==> src/rtl/muldiv_unit_pkg.sv <==
// Shared control encodings for the execute-stage multiply/divide unit:
// operation codes, FSM states and small operand helpers.
package muldiv_unit_pkg;

   typedef enum logic [2:0] {
      MD_NOP   = 3'b000,
      MD_MULT  = 3'b001,
      MD_MULTU = 3'b010,
      MD_DIV   = 3'b011,
      MD_DIVU  = 3'b100,
      MD_MTHI  = 3'b101,
      MD_MTLO  = 3'b110
   } md_op_e;

   typedef enum logic [1:0] {
      IDLE = 2'b00,
      CALC = 2'b01,
      FIX  = 2'b10
   } md_state_e;

   localparam int MD_CNT_W = 5;

   function automatic logic is_muldiv(input logic [2:0] op);
      return (op == MD_MULT) || (op == MD_MULTU) || (op == MD_DIV) || (op == MD_DIVU);
   endfunction

   function automatic logic is_signed_op(input logic [2:0] op);
      return (op == MD_MULT) || (op == MD_DIV);
   endfunction

   function automatic logic is_div_op(input logic [2:0] op);
      return (op == MD_DIV) || (op == MD_DIVU);
   endfunction

   function automatic logic [31:0] abs32(input logic [31:0] v);
      return v[31] ? (~v + 32'd1) : v;
   endfunction

endpackage

==> src/rtl/muldiv_unit_if.sv <==
// Request/response bundle between the execute stage and the mul/div unit.
interface muldiv_unit_if #(parameter int WIDTH = 32);

   logic             start;
   logic [2:0]       op;
   logic [WIDTH-1:0] A;
   logic [WIDTH-1:0] B;
   logic             busy;
   logic             done;
   logic [WIDTH-1:0] hi;
   logic [WIDTH-1:0] lo;

   modport master (output start, op, A, B, input busy, done, hi, lo);
   modport slave  (input start, op, A, B, output busy, done, hi, lo);

endinterface

==> src/rtl/muldiv_unit_md_iter_core.sv <==
// Iteration datapath: one shift-add (multiply) or restoring-subtract (divide)
// step per enabled edge on unsigned magnitudes.
module md_iter_core #(
   parameter int WIDTH = 32
) (
   input  logic               clk,
   input  logic               rst,
   input  logic               load,
   input  logic               step,
   input  logic               is_div,
   input  logic [WIDTH-1:0]   a_in,
   input  logic [WIDTH-1:0]   b_in,
   output logic [2*WIDTH-1:0] acc,
   output logic [WIDTH-1:0]   quo
);

   logic [2*WIDTH-1:0] acc_q;
   logic [WIDTH-1:0]   shreg;
   logic [WIDTH-1:0]   opb;

   logic [2*WIDTH-1:0] acc_nxt;
   logic [WIDTH-1:0]   sh_nxt;
   logic [WIDTH:0]     rem_sh;
   logic [WIDTH+1:0]   trial;
   logic               qbit;

   // Multiply consumes the multiplier MSB-first so the accumulator only ever
   // shifts left; divide reuses shreg to shift dividend bits out and quotient
   // bits in.
   always_comb begin
      // NOTE: every combinational output gets a default first so no path
      // leaves it unassigned and no latch is inferred.
      acc_nxt = acc_q;
      sh_nxt  = shreg;
      rem_sh  = {acc_q[WIDTH-1:0], shreg[WIDTH-1]};
      trial   = {1'b0, rem_sh} - {2'b00, opb};
      qbit    = ~trial[WIDTH+1];
      if (is_div) begin
         acc_nxt = {{(WIDTH-1){1'b0}}, (qbit ? trial[WIDTH:0] : rem_sh)};
         sh_nxt  = {shreg[WIDTH-2:0], qbit};
      end else begin
         acc_nxt = {acc_q[2*WIDTH-2:0], 1'b0}
                 + (shreg[WIDTH-1] ? {{WIDTH{1'b0}}, opb} : {(2*WIDTH){1'b0}});
         sh_nxt  = {shreg[WIDTH-2:0], 1'b0};
      end
   end

   always_ff @(posedge clk or posedge rst) begin
      if (rst) begin
         acc_q <= '0;
         shreg <= '0;
         opb   <= '0;
      end else if (load) begin
         acc_q <= '0;
         shreg <= a_in;
         opb   <= b_in;
      end else if (step) begin
         acc_q <= acc_nxt;
         shreg <= sh_nxt;
      end
   end

   assign acc = acc_q;
   assign quo = shreg;

endmodule

==> src/rtl/muldiv_unit.sv <==
// Iterative 32-bit multiply/divide unit with architectural HI/LO registers;
// holds the sequencing FSM, iteration counter, HI/LO and sign correction.
module muldiv_unit
   import muldiv_unit_pkg::*;
#(
   parameter int          WIDTH  = 32,
   parameter logic [31:0] DIV0_Q = 32'hFFFF_FFFF
) (
   input  logic           clk,
   input  logic           rst,
   muldiv_unit_if.slave   bus
);

   md_state_e           state;
   logic [MD_CNT_W-1:0] cnt;
   logic                busy_q;
   logic                done_q;
   logic [WIDTH-1:0]    hi_q;
   logic [WIDTH-1:0]    lo_q;

   logic                div_q;
   logic                neg_a;
   logic                neg_b;
   logic                div0;
   logic [WIDTH-1:0]    orig_a;

   logic                accept;
   logic                op_signed;
   logic [WIDTH-1:0]    mag_a;
   logic [WIDTH-1:0]    mag_b;
   logic [2*WIDTH-1:0]  core_acc;
   logic [WIDTH-1:0]    core_quo;
   logic                neg_res;
   logic [2*WIDTH-1:0]  prod_fix;
   logic [WIDTH-1:0]    quo_fix;
   logic [WIDTH-1:0]    rem_fix;

   assign accept    = (state == IDLE) && bus.start && is_muldiv(bus.op);
   assign op_signed = is_signed_op(bus.op);
   assign mag_a     = op_signed ? abs32(bus.A) : bus.A;
   assign mag_b     = op_signed ? abs32(bus.B) : bus.B;

   md_iter_core #(.WIDTH(WIDTH)) u_core (
      .clk    (clk),
      .rst    (rst),
      .load   (accept),
      .step   (state == CALC),
      .is_div (div_q),
      .a_in   (mag_a),
      .b_in   (mag_b),
      .acc    (core_acc),
      .quo    (core_quo)
   );

   // Sign flags are zero for unsigned ops, so one correction path serves both.
   // The remainder takes the dividend's sign; 0x8000_0000 / -1 falls out here.
   assign neg_res  = neg_a ^ neg_b;
   assign prod_fix = neg_res ? (~core_acc + 64'd1) : core_acc;
   assign quo_fix  = neg_res ? (~core_quo + 32'd1) : core_quo;
   assign rem_fix  = neg_a ? (~core_acc[WIDTH-1:0] + 32'd1) : core_acc[WIDTH-1:0];

   always_ff @(posedge clk or posedge rst) begin
      if (rst) begin
         state  <= IDLE;
         cnt    <= '0;
         busy_q <= 1'b0;
         done_q <= 1'b0;
         hi_q   <= '0;
         lo_q   <= '0;
         div_q  <= 1'b0;
         neg_a  <= 1'b0;
         neg_b  <= 1'b0;
         div0   <= 1'b0;
         orig_a <= '0;
      end else begin
         // NOTE: state registers use non-blocking assignment so every branch
         // reads pre-edge values, independent of statement order.
         done_q <= 1'b0;
         unique case (state)
            IDLE: begin
               if (accept) begin
                  state  <= CALC;
                  cnt    <= '0;
                  busy_q <= 1'b1;
                  div_q  <= is_div_op(bus.op);
                  neg_a  <= op_signed & bus.A[WIDTH-1];
                  neg_b  <= op_signed & bus.B[WIDTH-1];
                  div0   <= (bus.B == '0);
                  orig_a <= bus.A;
               end else if (bus.start && (bus.op == MD_MTHI)) begin
                  hi_q <= bus.A;
               end else if (bus.start && (bus.op == MD_MTLO)) begin
                  lo_q <= bus.A;
               end
            end
            CALC: begin
               cnt <= cnt + 5'd1;
               if (cnt == 5'd31) state <= FIX;
            end
            FIX: begin
               if (div_q) begin
                  if (div0) begin
                     hi_q <= orig_a;
                     lo_q <= DIV0_Q;
                  end else begin
                     hi_q <= rem_fix;
                     lo_q <= quo_fix;
                  end
               end else begin
                  {hi_q, lo_q} <= prod_fix;
               end
               done_q <= 1'b1;
               busy_q <= 1'b0;
               state  <= IDLE;
            end
            default: state <= IDLE;
         endcase
      end
   end

   assign bus.busy = busy_q;
   assign bus.done = done_q;
   assign bus.hi   = hi_q;
   assign bus.lo   = lo_q;

endmodule

==> src/flat_wrapper.sv <==
// flat-port wrapper written by rule: the top's interface ports become plain ports
module muldiv_unit_flat import muldiv_unit_pkg::*;
#(
   parameter int          WIDTH  = 32,
   parameter logic [31:0] DIV0_Q = 32'hFFFF_FFFF
)
  (clk, rst, bus_start, bus_op, bus_A, bus_B, bus_busy, bus_done, bus_hi, bus_lo);
  muldiv_unit_if #(.WIDTH(WIDTH)) bus_i ();
  input  logic clk;
  input  logic rst;
  input wire logic [$bits(bus_i.start)-1:0] bus_start;
  input wire logic [$bits(bus_i.op)-1:0] bus_op;
  input wire logic [$bits(bus_i.A)-1:0] bus_A;
  input wire logic [$bits(bus_i.B)-1:0] bus_B;
  output wire logic [$bits(bus_i.busy)-1:0] bus_busy;
  output wire logic [$bits(bus_i.done)-1:0] bus_done;
  output wire logic [$bits(bus_i.hi)-1:0] bus_hi;
  output wire logic [$bits(bus_i.lo)-1:0] bus_lo;
  assign bus_i.start = bus_start;
  assign bus_i.op = bus_op;
  assign bus_i.A = bus_A;
  assign bus_i.B = bus_B;
  assign bus_busy = bus_i.busy;
  assign bus_done = bus_i.done;
  assign bus_hi = bus_i.hi;
  assign bus_lo = bus_i.lo;
  muldiv_unit #(.WIDTH(WIDTH), .DIV0_Q(DIV0_Q)) u_core (.clk(clk), .rst(rst), .bus(bus_i));
endmodule
==> config.mk <==
export PLATFORM = sky130hd
export DESIGN_NAME = muldiv_unit_flat
export DESIGN_NICKNAME = d
export VERILOG_FILES = /design/src/rtl/muldiv_unit_pkg.sv /design/src/rtl/muldiv_unit_if.sv /design/src/rtl/muldiv_unit_md_iter_core.sv /design/src/rtl/muldiv_unit.sv /design/src/flat_wrapper.sv
export SDC_FILE = /design/constraint.sdc
export NUM_CORES = 1
export LEC_CHECK = 0
export CORE_MARGIN = 3
export CORE_UTILIZATION = 45
export CTS_CLUSTER_SIZE = 30
export DETAILED_ROUTE_END_ITERATION = 12
export PLACE_DENSITY = 0.64
export SYNTH_ARGS = -nofsm -noshare
export SYNTH_HDL_FRONTEND = slang
export SYNTH_SLANG_ARGS = --single-unit
==> constraint.sdc <==
create_clock -name clk -period 11 [get_ports clk]
set_clock_uncertainty 0.1 [all_clocks]
set_input_delay 3.3 -clock clk [delete_from_list [all_inputs] [get_ports clk]]
set_output_delay 3.3 -clock clk [all_outputs]
set_load 0.01 [all_outputs]
==> summary.txt, run 1 <==
Die X: 209.4 um
post-synthesis sequential area ratio: 31.86%
number of global-route vias before repair: 17,056
Worst setup SP type: input port
Finished Layout Cells: 2,953
WL final: 62,580 um
DRT Pass-1 Iters: 6
slew at the pin closest to its max-slew limit: 1.045 ns
diode count: 0
Yosys cell types: 80
post-DP HPWL: 45,440 um
Slew headroom: 29.97%
DR WL/cell: 21.19 um
Hold Startpoint: u_core.u_core.opb[12]$_DFFE_PP0P_
Reg clk slew, reported paths: 0.06 ns
via count: 18,048
pin count of the biggest net entering global routing: 101
Yosys reg bits: 237
row count: 73
Commonest cells post-synth: nand2_1, dfrtp_1, o21ai_0, nor2_1, clkbuf_1
Leakage Power: 8.716 nW
Synth area leader: dfrtp_1
Post-DRT Antenna Nets: 0
status: finished clean
syn_area_per_cell: 7.772 sq um
post-cts repair resize count: 0
die area: 0.04384 sq mm
Final min period: 6.086 ns
design area: 0.02119 sq mm
Total GRT Usage: 27.55%
Core ar.: 0.04028 sq mm
ranking of synthesized cells by area: dfrtp_1, nand2_1, xnor2_1
Worst setup EP type: flop
Place WS: 4.380 ns
first-pass GRT wire length: 97,720 um
max cap viols: 0
ys flop type: dfrtp_1
IO Port Bufs: 135
Critical Path AT: 6.41 ns
Peak VDD IR: 133.2 uV
Highest Clock Rate: 0.1643 GHz
TritonCTS buffer count: 29
dpl cells: 2,900
layout cells sized above 1: 4.242%
Post-CTS Hold Buffers: 0
Min-Delay Path Class: flop to flop
TritonCTS clock tree: yes
fin. max-slew vios: 0
Final WS setup: 4.914 ns
Fin Setup TNS: 0 ns
placed instance area: 0.02018 sq mm
Root Buffer: clkbuf_16
Final Cycle Share: 55.33%
share of the synthesized area in the top cell type: 31.86%
first-iteration detailed-routing DRC count: 1,849
Final nets: 2,548
htree depth: 1
Placer Congestion: 0.9381
Core Util, Final: 52.60%
initial antenna violation count: 0
Reg-to-Reg Start: u_core.u_core.quo[31]$_DFFE_PP0P_
Die H: 209.4 um
Synth Net Count: 2,537
Yosys Warn Count: 0
IO Count: 136
clock tree buffer depth: 3
CP required: 11.33 ns
mapped cell area: 0.01861 sq mm
total gr overflow: 0
Final Hold Fails: 0
CP Max Fanout: 8
Initial Util: 46.21%
# DRC: 0
Worst Setup SP: bus_A[2]
async set-reset flop share out of synthesis: 100.0%
Final setup viols: 0
gate count after technology mapping: 2,395
CP Class: input port to flop
detail-routed via count per cell: 6.112
Post-CTS Setup Bufs: 0
RSZ-0062 raised after global routing: false
Post-synth EDFFs: 0
PD cells: 335.9 mW/mm^2
clk sinks: 237
area grow syn2layout: 13.83%
count leader, synth: nand2_1
clock latency on the worst-skew pair: 0.57 ns
cell type report:
type / count / area, sq um
inverters: 69 / 266.5
multi-input cells: 1912 / 11810
well taps: 525 / 656.9
clock inverters: 8 / 143.9
clock buffers: 45 / 865.8
repair buffers: 157 / 1516
fillers: 3870 / 19090
flip-flops and latches: 237 / 5933
power breakdown:
group	leakage, nW	switching, mW	internal (mW)
Combinational	5.32	2.54	1.79
Clock	0.497	0.395	0.630
Sequential	2.90	0.503	1.26
Total	8.72	3.44	3.68
final timing paths:
kind / end / slack (ns) / depth (start not counted)
max: u_core.u_core.quo[25]$_DFFE_PP0P_ / 4.91 / 10
min: u_core.u_core.opb[12]$_DFFE_PP0P_ / 0.37 / 2
max reg2reg: u_core.u_core.acc[57]$_DFFE_PP0P_ / 6.17 / 13
min reg2reg: u_core.u_core.opb[12]$_DFFE_PP0P_ / 0.37 / 2
max in group asynchronous: u_core.orig_a[9]$_DFFE_PP0P_ / 6.16 / 3
min in group asynchronous: u_core.bus.lo[13]$_DFFE_PP0P_ / 3.16 / 2
through the flow:
stage	hold WS, ns	total power [mW]
6_report	0.3743	7.116
4_1_cts	0.3785	7.065
3_5_place_dp	0.3631	6.018
2_1_floorplan	0.3369	4.674
5_1_grt	0.4017	7.643
3_3_place_gp	0.3529	5.942
layout by cell type, fill, tap and decap left out, types with 45 or more instances in the layout:
master / instances
a31oi_1: 45
nand2_1: 399
xnor2_1: 145
xor2_1: 118
clkdlybuf4s50_1: 135
ha_1: 70
a21oi_1: 149
inv_1: 66
dfrtp_1: 235
o21ai_0: 213
nor2_1: 206
nand3_1: 54
critical path, stage by stage:
cell and delay, ns:
clkdlybuf4s50_1 0.57, nor4_1 0.41, nand2_1 0.17, nor4_1 0.45, nand2_1 0.23, nor3_1 0.54, nand2_1 0.17, o41ai_1 0.32
xor2_1 0.18, a21oi_1 0.08
cell families (layout without fill, tap and decap cells):
logic type      count (synthesis)  count (layout)  synth area share (%)
xor+xnor                      265             265                 12.47
buf+inv                       246             279                 5.048
simple gates                  867             867                 20.82
mux                            38              38                 2.070
fa+ha+maj                      72              72                 4.920
compound gates                670             670                 22.81
flops                         237             237                 31.86
per-layer routing:
metal / track usage [%] / share of wire (%) / up-vias
met5: 0 / 0 / -
met4: 10.42 / 4.0 / 0
met3: 2.915 / 7.3 / 135
met2: 43.20 / 45 / 792
met1: 39.32 / 44 / 8608
li1: - / - / 8513
sequential cells by signal (all words and copies together) (netlist names), 2 cells and up:
register	flops
u_core.cnt	5
u_core.state	2
u_core.u_core.acc	64
u_core.bus.lo	32
u_core.orig_a	32
u_core.bus.hi	32
u_core.u_core.opb	32
u_core.u_core.quo	32
No activity file was read; power rests on OpenSTA's default activity.
==> inputs of run 2 (changes only) <==
PLACE_DENSITY = 0.66   (was 0.64)
clock period = 4.99 ns   (was 11 ns; I/O delays follow)
==> summary.txt, run 2 (synthesized netlist as in run 1, its figures left out) <==
status: finished clean (unchanged)
multi-input logic area: 0.01180 sq mm (was 0.01181 sq mm)
Worst setup SP type: flop (was input port)
CP Max Fanout: 23 (was 8)
max cap viols: 0 (unchanged)
TritonCTS buffer count: 30 (was 29)
Die H: 209.4 um (unchanged)
clock tree buffer depth: 3 (unchanged)
register area: 0.005933 sq mm (unchanged)
CP required: 5.35 ns (was 11.33 ns)
P_int: 8.208 mW (was 3.680 mW)
IO Count: 136 (unchanged)
Root Buffer: clkbuf_16 (unchanged)
PD cells: 740.3 mW/mm^2 (was 335.9 mW/mm^2)
first-pass GRT wire length: 98,860 um (was 97,720 um)
clock latency on the worst-skew pair: 0.58 ns (was 0.57 ns)
Initial Util: 46.21% (unchanged)
area grow syn2layout: 15.05% (was 13.83%)
Core ar.: 0.04028 sq mm (unchanged)
Fin Hold WS: 0.3669 ns (was 0.3743 ns)
Slew headroom: 17.22% (was 29.97%)
Critical Path AT: 4.58 ns (was 6.41 ns)
Final min period: 4.224 ns
row count: 73 (unchanged)
layout filler cell count: 3,861 (was 3,870)
detail-routed via count per cell: 6.143 (was 6.112)
post-DP HPWL: 46,350 um (was 45,440 um)
Post-DRT Antenna Nets: 0 (unchanged)
htree depth: 1 (unchanged)
first-iteration detailed-routing DRC count: 1,945 (was 1,849)
post-cts repair resize count: 0 (unchanged)
IO Port Bufs: 135 (unchanged)
DRT Pass-1 Iters: 6 (unchanged)
fin. max-slew vios: 0 (unchanged)
pin count of the biggest net entering global routing: 157 (was 101)
Min-Delay Path Class: flop to flop (unchanged)
Final setup viols: 0 (unchanged)
Clock Power Share: 14.3% (was 14.4%)
TritonCTS clock tree: yes (unchanged)
switching fraction of total power: 48.23% (was 48.29%)
clk sinks: 237 (unchanged)
Final Hold Fails: 0 (unchanged)
Final nets: 2,572 (was 2,548)
diode count: 0 (unchanged)
initial antenna violation count: 1 (was 0)
via count: 18,281 (was 18,048)
design area: 0.02142 sq mm (was 0.02119 sq mm)
logic gate share of total power: 62.2% (was 60.8%)
NetSw: 7.647 mW (was 3.436 mW)
die area: 0.04384 sq mm (unchanged)
Post-CTS Setup Bufs: 0 (unchanged)
Peak VDD IR: 313.9 uV (was 133.2 uV)
commonest non-fill, non-tap cell in the layout: nand2_1 (unchanged)
WL final: 63,580 um (was 62,580 um)
Reg clk slew, reported paths: 0.06 ns (about the same)
Highest Clock Rate: 0.2367 GHz
most frequent cells in the layout: nand2_1, dfrtp_1, o21ai_0 (unchanged)
total gr overflow: 0 (unchanged)
Placer Congestion: 0.9535 (was 0.9381)
Total GRT Usage: 28.00% (was 27.55%)
Leakage Power: 8.853 nW (was 8.716 nW)
Final Cycle Share: 84.65%
max reg flops: 64 (unchanged)
layout cells sized above 1: 5.304% (was 4.242%)
Die X: 209.4 um (unchanged)
Core Util, Final: 53.17% (was 52.60%)
RSZ-0062 raised after global routing: false (unchanged)
Worst setup EP type: flop (unchanged)
CP Class: flop to flop (was input port to flop)
placed instance area: 0.02039 sq mm (was 0.02018 sq mm)
Fin Setup TNS: 0 ns (unchanged)
# DRC: 0 (unchanged)
number of global-route vias before repair: 17,263 (was 17,056)
Reg power frac: 23.5% (was 24.8%)
Post-CTS Hold Buffers: 0 (unchanged)
slew at the pin closest to its max-slew limit: 1.242 ns (was 1.045 ns)
DR WL/cell: 21.36 um (was 21.19 um)
[run 2: changes by cell type in the layout (fill, tap and decap cells not counted)]
cell	before	now
inv_6	1	0
clkbuf_16	29	31
clkinv_2	3	7
clkbuf_1	8	3
clkbuf_8	8	7
bufinv_16	4	3
a211oi_2	1	0
inv_8	1	0
buf_12	0	4
clkinvlp_4	0	3
a211oi_1	19	20
buf_4	22	41
[run 2: final timing paths]
path,cells after the start,from,slack (ns),end
max in group asynchronous,3,rst,2.53,u_core.div_q$_DFFE_PP0P_
max,11,u_core.u_core.acc[0]$_DFFE_PP0P_,0.77,u_core.u_core.acc[7]$_DFFE_PP0P_
min in group asynchronous,3,rst,1.30,u_core.bus.lo[9]$_DFFE_PP0P_
min reg2reg,2,u_core.orig_a[25]$_DFFE_PP0P_,0.37,u_core.orig_a[25]$_DFFE_PP0P_
min,2,u_core.orig_a[25]$_DFFE_PP0P_,0.37,u_core.orig_a[25]$_DFFE_PP0P_
max reg2reg,11,u_core.u_core.acc[0]$_DFFE_PP0P_,0.77,u_core.u_core.acc[7]$_DFFE_PP0P_
[run 2: final cells by class]
class	count	share of cell area, %
multi-input combinational	1912	55.10
sequential	237	27.71
timing repair buffer	180	8.121
clock buffer	41	4.125
tap	525	3.067
inverter	69	1.227
clock inverter	12	0.6544
[run 2: per-stage QoR]
step	power, mW	cells	setup slack (ns)
floorplan	10.30	2395	0.2871
global placement	13.24	2923	0.3348
detailed placement	13.41	2923	0.2063
CTS	15.72	2976	0.8119
global route	17.02	2976	0.5577
finish	15.85	2976	0.7659
[run 2: per-layer routing]
| metal | up-vias | routed length (um) | global-route usage (%) |
|---|---|---|---|
| met2 | 893 | 27770 | 43.74 |
| li1 | 8553 | - | - |
| met5 | - | 13 | 0 |
| met1 | 8695 | 27390 | 38.76 |
| met4 | 2 | 2739 | 11.85 |
| met3 | 138 | 5666 | 4.275 |
[run 2: worst max-delay path: stages, from the launching register on]
cell and delay, ns:
dfrtp_1 0.60, ha_1 0.31, nor2b_1 0.15, o2111a_1 0.24, o21a_1 0.23, a311oi_1 0.60, o21ai_1 0.39, a211o_1 0.71
buf_12 0.33, nor2_1 0.09, a211oi_1 0.06, a221o_1 0.28
[run 2: power groups by stage]
stage	logic (mW)	clock network [mW]	registers (mW)
2_1_floorplan	6.83	0	3.47
3_3_place_gp	9.55	0	3.69
3_5_place_dp	9.70	0	3.71
4_1_cts	9.74	2.30	3.69
5_1_grt	10.8	2.38	3.81
6_report	9.86	2.27	3.72
